### src/rtl/rv_enc_pkg.sv
// Shared encodings for the RV32I instruction encoder: opcodes, funct3 values,
// the descriptor op enumeration and the load-controller state enumeration.
package rv_enc_pkg;

  localparam logic [6:0] OPC_ADDI = 7'd19;
  localparam logic [6:0] OPC_BNE  = 7'd99;
  localparam logic [2:0] F3_ADDI  = 3'b000;
  localparam logic [2:0] F3_BNE   = 3'b001;

  typedef enum logic [1:0] {
    ADDI = 2'b00,
    BNE  = 2'b01,
    HALT = 2'b10,
    RSVD = 2'b11
  } enc_op_t;

  typedef enum logic [2:0] {
    IDLE,
    RUN,
    WRITE,
    DONE,
    ERR
  } enc_state_t;

endpackage

### src/rtl/instr_encoder_if.sv
// Descriptor handshake between a program source (master) and the encoder (slave).
interface instr_encoder_if;

  logic        in_valid;
  logic        in_ready;
  logic [1:0]  in_op;
  logic [4:0]  in_rd;
  logic [4:0]  in_rs1;
  logic [4:0]  in_rs2;
  logic [11:0] in_imm;

  modport master (
    output in_valid, in_op, in_rd, in_rs1, in_rs2, in_imm,
    input  in_ready
  );

  modport slave (
    input  in_valid, in_op, in_rd, in_rs1, in_rs2, in_imm,
    output in_ready
  );

endinterface

### src/rtl/instr_pack.sv
// Combinational packer: turns one ADDI/BNE descriptor into its 32-bit RV32I word.
module instr_pack
  import rv_enc_pkg::*;
(
  input  enc_op_t     op,
  input  logic [4:0]  rd,
  input  logic [4:0]  rs1,
  input  logic [4:0]  rs2,
  input  logic [11:0] imm,
  output logic [31:0] word
);

  // For BNE, imm carries offset bits [12:1], so imm[k] is offset bit k+1.
  always_comb begin
    word = '0;
    case (op)
      ADDI:    word = {imm, rs1, F3_ADDI, rd, OPC_ADDI};
      BNE:     word = {imm[11], imm[9:4], rs2, rs1, F3_BNE, imm[3:0], imm[10], OPC_BNE};
      default: word = '0;
    endcase
  end

endmodule

### src/rtl/instr_encoder.sv
// Program loader: accepts descriptors, encodes them and writes the words to
// consecutive instruction-memory addresses until HALT, a reserved op, or memory full.
module instr_encoder
  import rv_enc_pkg::*;
#(
  parameter int AW         = 32,
  parameter int ADDR_WIDTH = 8
) (
  input  logic                  clk,
  input  logic                  rst,
  input  logic                  start,
  instr_encoder_if.slave        in_if,
  output logic                  wr_en,
  output logic [ADDR_WIDTH-1:0] wr_addr,
  output logic [AW-1:0]         wr_data,
  output logic [ADDR_WIDTH:0]   word_count,
  output logic                  done,
  output logic                  full,
  output logic                  err
);

  localparam logic [ADDR_WIDTH-1:0] ADDR_LAST = '1;

  enc_state_t  state;
  enc_op_t     op;
  logic        wr_en_q;
  logic        xfer;
  logic [31:0] packed_word;

  assign op = enc_op_t'(in_if.in_op);

  instr_pack u_pack (
    .op   (op),
    .rd   (in_if.in_rd),
    .rs1  (in_if.in_rs1),
    .rs2  (in_if.in_rs2),
    .imm  (in_if.in_imm),
    .word (packed_word)
  );

  // start overrides both the handshake and a pending write in the same cycle.
  assign in_if.in_ready = (state == RUN) && !start;
  assign wr_en          = wr_en_q && !start;
  assign xfer           = in_if.in_valid && in_if.in_ready;

  always_ff @(posedge clk) begin
    if (rst) begin
      state      <= IDLE;
      wr_en_q    <= 1'b0;
      done       <= 1'b0;
      full       <= 1'b0;
      err        <= 1'b0;
      wr_addr    <= '0;
      wr_data    <= '0;
      word_count <= '0;
    end else if (start) begin
      state      <= RUN;
      wr_en_q    <= 1'b0;
      done       <= 1'b0;
      full       <= 1'b0;
      err        <= 1'b0;
      wr_addr    <= '0;
      word_count <= '0;
    end else begin
      case (state)
        RUN: begin
          if (xfer) begin
            case (op)
              ADDI, BNE: begin
                wr_data <= packed_word;
                wr_en_q <= 1'b1;
                state   <= WRITE;
              end
              HALT: begin
                done  <= 1'b1;
                state <= DONE;
              end
              default: begin
                err   <= 1'b1;
                state <= ERR;
              end
            endcase
          end
        end
        WRITE: begin
          wr_en_q    <= 1'b0;
          wr_addr    <= wr_addr + 1'b1;
          word_count <= word_count + 1'b1;
          if (wr_addr == ADDR_LAST) begin
            done  <= 1'b1;
            full  <= 1'b1;
            state <= DONE;
          end else begin
            state <= RUN;
          end
        end
        IDLE, DONE, ERR: state <= state;
        default:         state <= IDLE;
      endcase
    end
  end

endmodule

### src/flat_wrapper.sv
// flat-port wrapper written by rule: the top's interface ports become plain ports
module instr_encoder_flat import rv_enc_pkg::*;
#(
  parameter int AW         = 32,
  parameter int ADDR_WIDTH = 8
)
  (clk, rst, start, wr_en, wr_addr, wr_data, word_count, done, full, err, in_if_in_valid, in_if_in_op, in_if_in_rd, in_if_in_rs1, in_if_in_rs2, in_if_in_imm, in_if_in_ready);
  instr_encoder_if in_if_i ();
  input  logic clk;
  input  logic rst;
  input  logic start;
  output logic wr_en;
  output logic [ADDR_WIDTH-1:0] wr_addr;
  output logic [AW-1:0] wr_data;
  output logic [ADDR_WIDTH:0] word_count;
  output logic done;
  output logic full;
  output logic err;
  input wire logic [$bits(in_if_i.in_valid)-1:0] in_if_in_valid;
  input wire logic [$bits(in_if_i.in_op)-1:0] in_if_in_op;
  input wire logic [$bits(in_if_i.in_rd)-1:0] in_if_in_rd;
  input wire logic [$bits(in_if_i.in_rs1)-1:0] in_if_in_rs1;
  input wire logic [$bits(in_if_i.in_rs2)-1:0] in_if_in_rs2;
  input wire logic [$bits(in_if_i.in_imm)-1:0] in_if_in_imm;
  output wire logic [$bits(in_if_i.in_ready)-1:0] in_if_in_ready;
  assign in_if_i.in_valid = in_if_in_valid;
  assign in_if_i.in_op = in_if_in_op;
  assign in_if_i.in_rd = in_if_in_rd;
  assign in_if_i.in_rs1 = in_if_in_rs1;
  assign in_if_i.in_rs2 = in_if_in_rs2;
  assign in_if_i.in_imm = in_if_in_imm;
  assign in_if_in_ready = in_if_i.in_ready;
  instr_encoder #(.AW(AW), .ADDR_WIDTH(ADDR_WIDTH)) u_core (.clk(clk), .rst(rst), .start(start), .in_if(in_if_i), .wr_en(wr_en), .wr_addr(wr_addr), .wr_data(wr_data), .word_count(word_count), .done(done), .full(full), .err(err));
endmodule
### config.mk
export PLATFORM = sky130hd
export DESIGN_NAME = instr_encoder_flat
export DESIGN_NICKNAME = d
export VERILOG_FILES = /design/src/rtl/rv_enc_pkg.sv /design/src/rtl/instr_encoder_if.sv /design/src/rtl/instr_pack.sv /design/src/rtl/instr_encoder.sv /design/src/flat_wrapper.sv
export SDC_FILE = /design/constraint.sdc
export NUM_CORES = 1
export LEC_CHECK = 0
export BUFFER_PORTS_ARGS = -buffer_cell sky130_fd_sc_hd__buf_2
export CAP_MARGIN = 25
export CORE_MARGIN = 3
export CORE_UTILIZATION = 25
export CTS_CLUSTER_DIAMETER = 200
export CTS_CLUSTER_SIZE = 28
export DETAILED_ROUTE_END_ITERATION = 16
export GPL_TIMING_DRIVEN = 1
export PLACE_DENSITY_LB_ADDON = 0.1
export REMOVE_ABC_BUFFERS = 1
export SYNTH_ARGS = -nofsm -noshare
export SYNTH_HDL_FRONTEND = slang
export SYNTH_SLANG_ARGS = --single-unit
### constraint.sdc
create_clock -name clk -period 3.74 [get_ports clk]
set_clock_uncertainty 0.1 [all_clocks]
set_input_delay 0.187 -clock clk [delete_from_list [all_inputs] [get_ports clk]]
set_output_delay 0.187 -clock clk [all_outputs]
set_load 0.1 [all_outputs]
Word-level counts from Yosys, hierarchy flattened
Index checks and enable logic that the tools add are counted.
Storage, ports and cells
  latch bits: 0
  bits in writable memories: 0
  word-level logic and storage cells: 58
  memories kept: 0
  memory bits (read-only): 0
  register bits after elaboration: 56
  input bits: 33
  output and inout bits: 54
Cells by class
  equal/unequal tests: 13
  shift operators: 0
  reductions and logical operators: 18
  multiply operators: 0
  order comparisons: 0
  div/mod/pow operators: 0
  bitwise logic cells: 3
  multiplexer cells: 13
  $add $sub $neg: 2
Operators with widths (number)
  $pmux 32 s2: 1
  $add 9x1->9 const B: 1
  $pmux 3 s3: 1
  $add 8x1->8 const B: 1
  $eq 8x8->1 const B: 1
  $reduce_and 4->1: 2
  $eq 3x2->1 const B: 2
  $mux 1: 6
  $ne 2x2->1 const B: 3
  $pmux 3 s2: 1
  $reduce_and 2->1: 3
  $reduce_and 3->1: 2
  $reduce_or 3->1: 2
  $ne 2x1->1 const B: 2
  $pmux 1 s2: 2
  $reduce_or 2->1: 2
  $eq 3x1->1 const B: 1
  $eq 3x3->1 const B: 1
  $logic_and 1x1->1: 3
  $logic_not 3->1: 1
  $mux 3: 1
  $ne 3x2->1 const B: 1
  $not 1->1: 3
  $eq 2x1->1 const B: 1
  5 further kinds: 5

Longest topological paths before layout
  depth after elaboration: 6
  mapped depth: 6
  depth with buffers taken out: 4

Cells and area by module
Synthesis repeated with hierarchy kept, for this count alone.
Second synthesis, totals
  cells, all modules: 331
  area, all modules: 2824.0 µm²
By module, submodules not included
  instr_encoder: cells each 278, area each 2454.9 µm², times used 1
  instr_pack: cells each 53, area each 369.1 µm², times used 1

Worst setup path after synthesis
Ideal clock, no wire load.
  path type: register to register
  from: register u_core.wr_addr[0]
  to: register u_core.full
  required time: 3569 ps
  slack: 1532 ps
  arrival time: 2037 ps
  cell stages (with the launch flop): 5
  path buffers: 0
  period minus slack after synthesis: 2208 ps
  cell sequence: dfxtp_1 > ha_1 > nand2_1 > or4_4 > a21oi_1
On the way
  cells in the longest elaborated chain, start to end: 2
RTL lines
  start, declared: RTL line instr_encoder.sv:14  | output logic [ADDR_WIDTH-1:0] wr_addr,
  start signal, assigned: RTL line instr_encoder.sv:87  | wr_addr <= wr_addr + 1'b1;
  $eq 8x8->1: RTL line instr_encoder.sv:89  | if (wr_addr == ADDR_LAST) begin
  $reduce_and 2->1 (no source line)
  end signal, assigned: RTL line instr_encoder.sv:51  | full <= 1'b0;
  end signal, assigned: RTL line instr_encoder.sv:60  | full <= 1'b0;
  end signal, assigned: RTL line instr_encoder.sv:91  | full <= 1'b1;
  end, declared: RTL line instr_encoder.sv:18  | output logic full,
No other way between the ends.
A chain may end at the register's enable or synchronous reset.

Final worst setup path
  from: register u_core.state[0]
  to: output in_if_in_ready
On the way
  cells in the longest elaborated chain, start to end: 2
RTL lines
  start, declared: RTL line instr_encoder.sv:24  | enc_state_t state;
  start signal, assigned: RTL line instr_encoder.sv:97  | IDLE, DONE, ERR: state <= state;
  $eq 3x1->1: RTL line instr_encoder.sv:42  | assign in_if.in_ready = (state == RUN) && !start;
  $logic_and 1x1->1: RTL line instr_encoder.sv:42
  end, declared: RTL line flat_wrapper.sv:25  | output wire logic [$bits(in_if_i.in_ready)-1:0] in_if_in_ready;
No other way between the ends.

==> flow_summary_export.csv <==
group,metric,value,unit
outcome,status,"complete, no violations",
synth,postSynthCellCount,269,
sta,rsz0062_at_grt,"no",
sta,fin_crit_sh,72.57,%
sta,slew_headroom,45.90,%
setup_path,reg2reg_depth,4,
cts,cts_buffers,5,
synth,ys_warn_count,0,
final_layout,areaGrowthSynthToFinish,25.46,%
drt,viasPerCell,4.789,
cts,cts_setup_buffers,0,
drt,drc,0,
cts,cts_sinks,49,
drt,first_pass_iters,4,
synth,synthFlopType,"dfxtp_1",
job,max_cap_violations,0,
setup_path,cpLargestDelayFamily,"buffers and inverters",
final_layout,drive_gt1_share,33.73,%
synth,async_flop_share,0,%
setup_path,cp-startpoint,"u_core.state[0]",
drt,ant_nets,0,
synth,synth.avg_cell_area,8.624,um^2
drt,first_iter_violations,77,
setup_path,regToRegSetupSlack,1.58,ns
drt,vias,2136,
power_and_ir_drop,irDropWorstVdd,0.2198,mV
final_layout,regArea,980.9,um^2
cts,clockBufferDepth,2,
setup_path,worstReg2RegStart,"u_core.state[0]",
cts,clock_latency,0.30,ns
power_and_ir_drop,power_leakage,1.162,nW
setup_path,r2r-end,"u_core.wr_data[4]",
setup_path,crit_fanout,28,
final_layout,final_cell_area,2910,um^2
cts,cts_hold_buf,0,
placement,port_buffers,82,
floorplanning,dieArea,10470,um^2
synth,synth_edf_count,0,
power_and_ir_drop,pwr_density_cell,384.6,nW/um^2
sta,finalCriticalPeriod,2.714,ns
global_routing,gr-usage-all-layers,12.16,%
setup_path,cp.arrival,2.43,ns
sta,holdWs,0.03953,ns
min_path,holdCritPathClass,"in -> reg",
sta,final_hold_viol_count,0,
setup_path,cp.depth,3,
global_routing,grt_pass1_vias,2047,
setup_path,path_class,"reg -> out",
cts,clockRootBuffer,"clkbuf_8",
sta,finalSetupViolations,0,
setup_path,slowest_stage,"or4b_1",
floorplanning,chipHeight,102.3,um
final_layout,fin_nets,372,
global_routing,grt_max_degree,30,
final_layout,fillerInstances,964,
setup_path,end_kind,"output pin",
sta,slew_violations,0,
sta,max_freq,368.4,MHz
setup_path,path_cells,"or4b_1 > inv_2 > buf_2",
floorplanning,rows,34,
cts,cts_tree,"yes",
global_routing,grt-ovfl-total,0,
setup_path,cp.required,3.45,ns
setup_path,cp_slowest_stage_delay,0.65,ns
global_routing,grt_antenna_before_repair,0,
floorplanning,io_pins,87,
placement,dpl.hpwl,4429,um
setup_path,cp-start-kind,"flip-flop",
synth,ys_ff_latch,49,
final_layout,antenna_cells,0,
floorplanning,core-area,8848,um^2
synth,yosysSeqAreaShare,42.29,%
placement,placed_area,2761,um^2
setup_path,critPathCapture,"in_if_in_ready",
setup_path,cp.buffers_inverters,2,
cts,cts_max_level,2,
cts,clk_pin_slew,0.09,ns
drt,wl_per_cell,14.28,um
synth,synthDistinctLibCells,35,
placement,globalplace.congestion,0.7211,
final_layout,multi_input_area,1194,um^2
global_routing,grt_pass1_wl,10160,um
sta,worst_slew_pin_slew,0.8097,ns
cts,cts_resized,0,
sta,finalSetupTns,0,ns
drt,routed_wl,6368,um
synth,synthesis.area,2320,um^2
floorplanning,start_util,26.22,%
floorplanning,die_x,102.3,um
-- synthesized netlist by cell type (2+ instances only) --
cell type,n,area share (%)
dfxtp_1,49,42
a21oi_1,29,6.3
nand4_1,20,5.4
nand2b_1,18,4.9
o21ai_0,17,3.7
clkbuf_1,16,2.6
mux2_2,16,7.8
nand2_1,12,1.9
o21ai_1,11,2.4
nor2_1,10,1.6
nand3_1,8,1.7
o31ai_1,8,2.6
or4_1,8,2.6
buf_4,7,2.3
inv_1,6,0.97
buf_2,4,0.86
or3_1,4,1.1
xnor2_1,4,1.5
nor2b_1,3,0.81
ha_1,2,1.1
nor4bb_1,2,0.86
or2_2,2,0.54
-- worst register-to-register path, stage by stage (launching register included) --
cell	delay, ns
dfxtp_1	0.51
or4b_1	0.65
inv_2	0.45
a21oi_1	0.14
a211oi_1	0.23
-- metal layers --
metal	global-route usage, %	vias to the layer above	routed length, um
met5	0	-	0
met3	3.823	2	483
met1	15.84	979	2977
li1	-	1096	-
met2	20.04	59	2889
met4	2.119	0	17
-- state kept, by name, summed over array words and instances, names as in the netlist --
register and count:
u_core.done 1, u_core.err 1, u_core.full 1, u_core.state 3, u_core.word_count 9, u_core.wr_addr 8, u_core.wr_data 25, u_core.wr_en_q 1
-- cell type report --
class / instances / share of cell area, %
multi-input combinational: 189 / 41.01
sequential: 49 / 33.71
timing repair buffer: 85 / 15.13
tap: 108 / 4.643
clock buffer: 5 / 2.365
clock inverter: 3 / 2.236
inverter: 7 / 0.9028
-- where the power goes --
part	switching, W	internal [W]	leakage, nW
clock network	0.000184	0.000266	0.0681
registers	0.00000434	0.000526	0.395
logic	0.0000992	0.0000401	0.698
-- logic make-up after synthesis --
family | share of synthesized area (%)
multiplexers | 7.767
AND/OR/NAND/NOR | 23.73
XOR/XNOR | 1.510
buffers and inverters | 6.850
adder cells (fa/ha/maj) | 1.079
AO/OA/AOI/OAI | 16.61
flip-flops | 42.29
other | 0.1617
-- worst min path at each step --
stage,startpoint,endpoint,slack (ns),cells past startpoint
final,in_if_in_rs1[1],u_core.wr_data[16],0.04,3
after CTS,in_if_in_rs1[1],u_core.wr_data[16],0.03,3
after floorplan,rst,u_core.wr_data[12],0.16,1
after global routing,in_if_in_rs1[3],u_core.wr_data[18],0.04,3
after detailed placement,u_core.full,u_core.full,0.35,2
after global placement,u_core.full,u_core.full,0.34,2
-- stage by stage --
stage          utilization, %  setup WS, ns  instances  total power [W]
6_report                32.89         1.026        446         0.001119
5_1_grt                 32.89        0.8802        446         0.001168
4_1_cts                 32.72        0.9902        445         0.001135
3_5_place_dp            31.21         1.332        437        0.0006813
3_3_place_gp            31.12         1.365        436        0.0006810
2_1_floorplan               -        0.8530        245        0.0006349
-- placed cells by master, fill, tap and decap left out, types with 5 or more instances in the layout --
cell	count
or4_1	8
nand2b_1	18
o21ai_1	11
a21oi_1	29
nand4_1	20
buf_2	82
clkbuf_8	5
nand3_1	8
nand2_1	12
o31ai_1	8
nor2_1	10
dfxtp_1	49
mux2_2	16
o21ai_0	17
inv_1	6
Power figures use the tool's default switching activity.
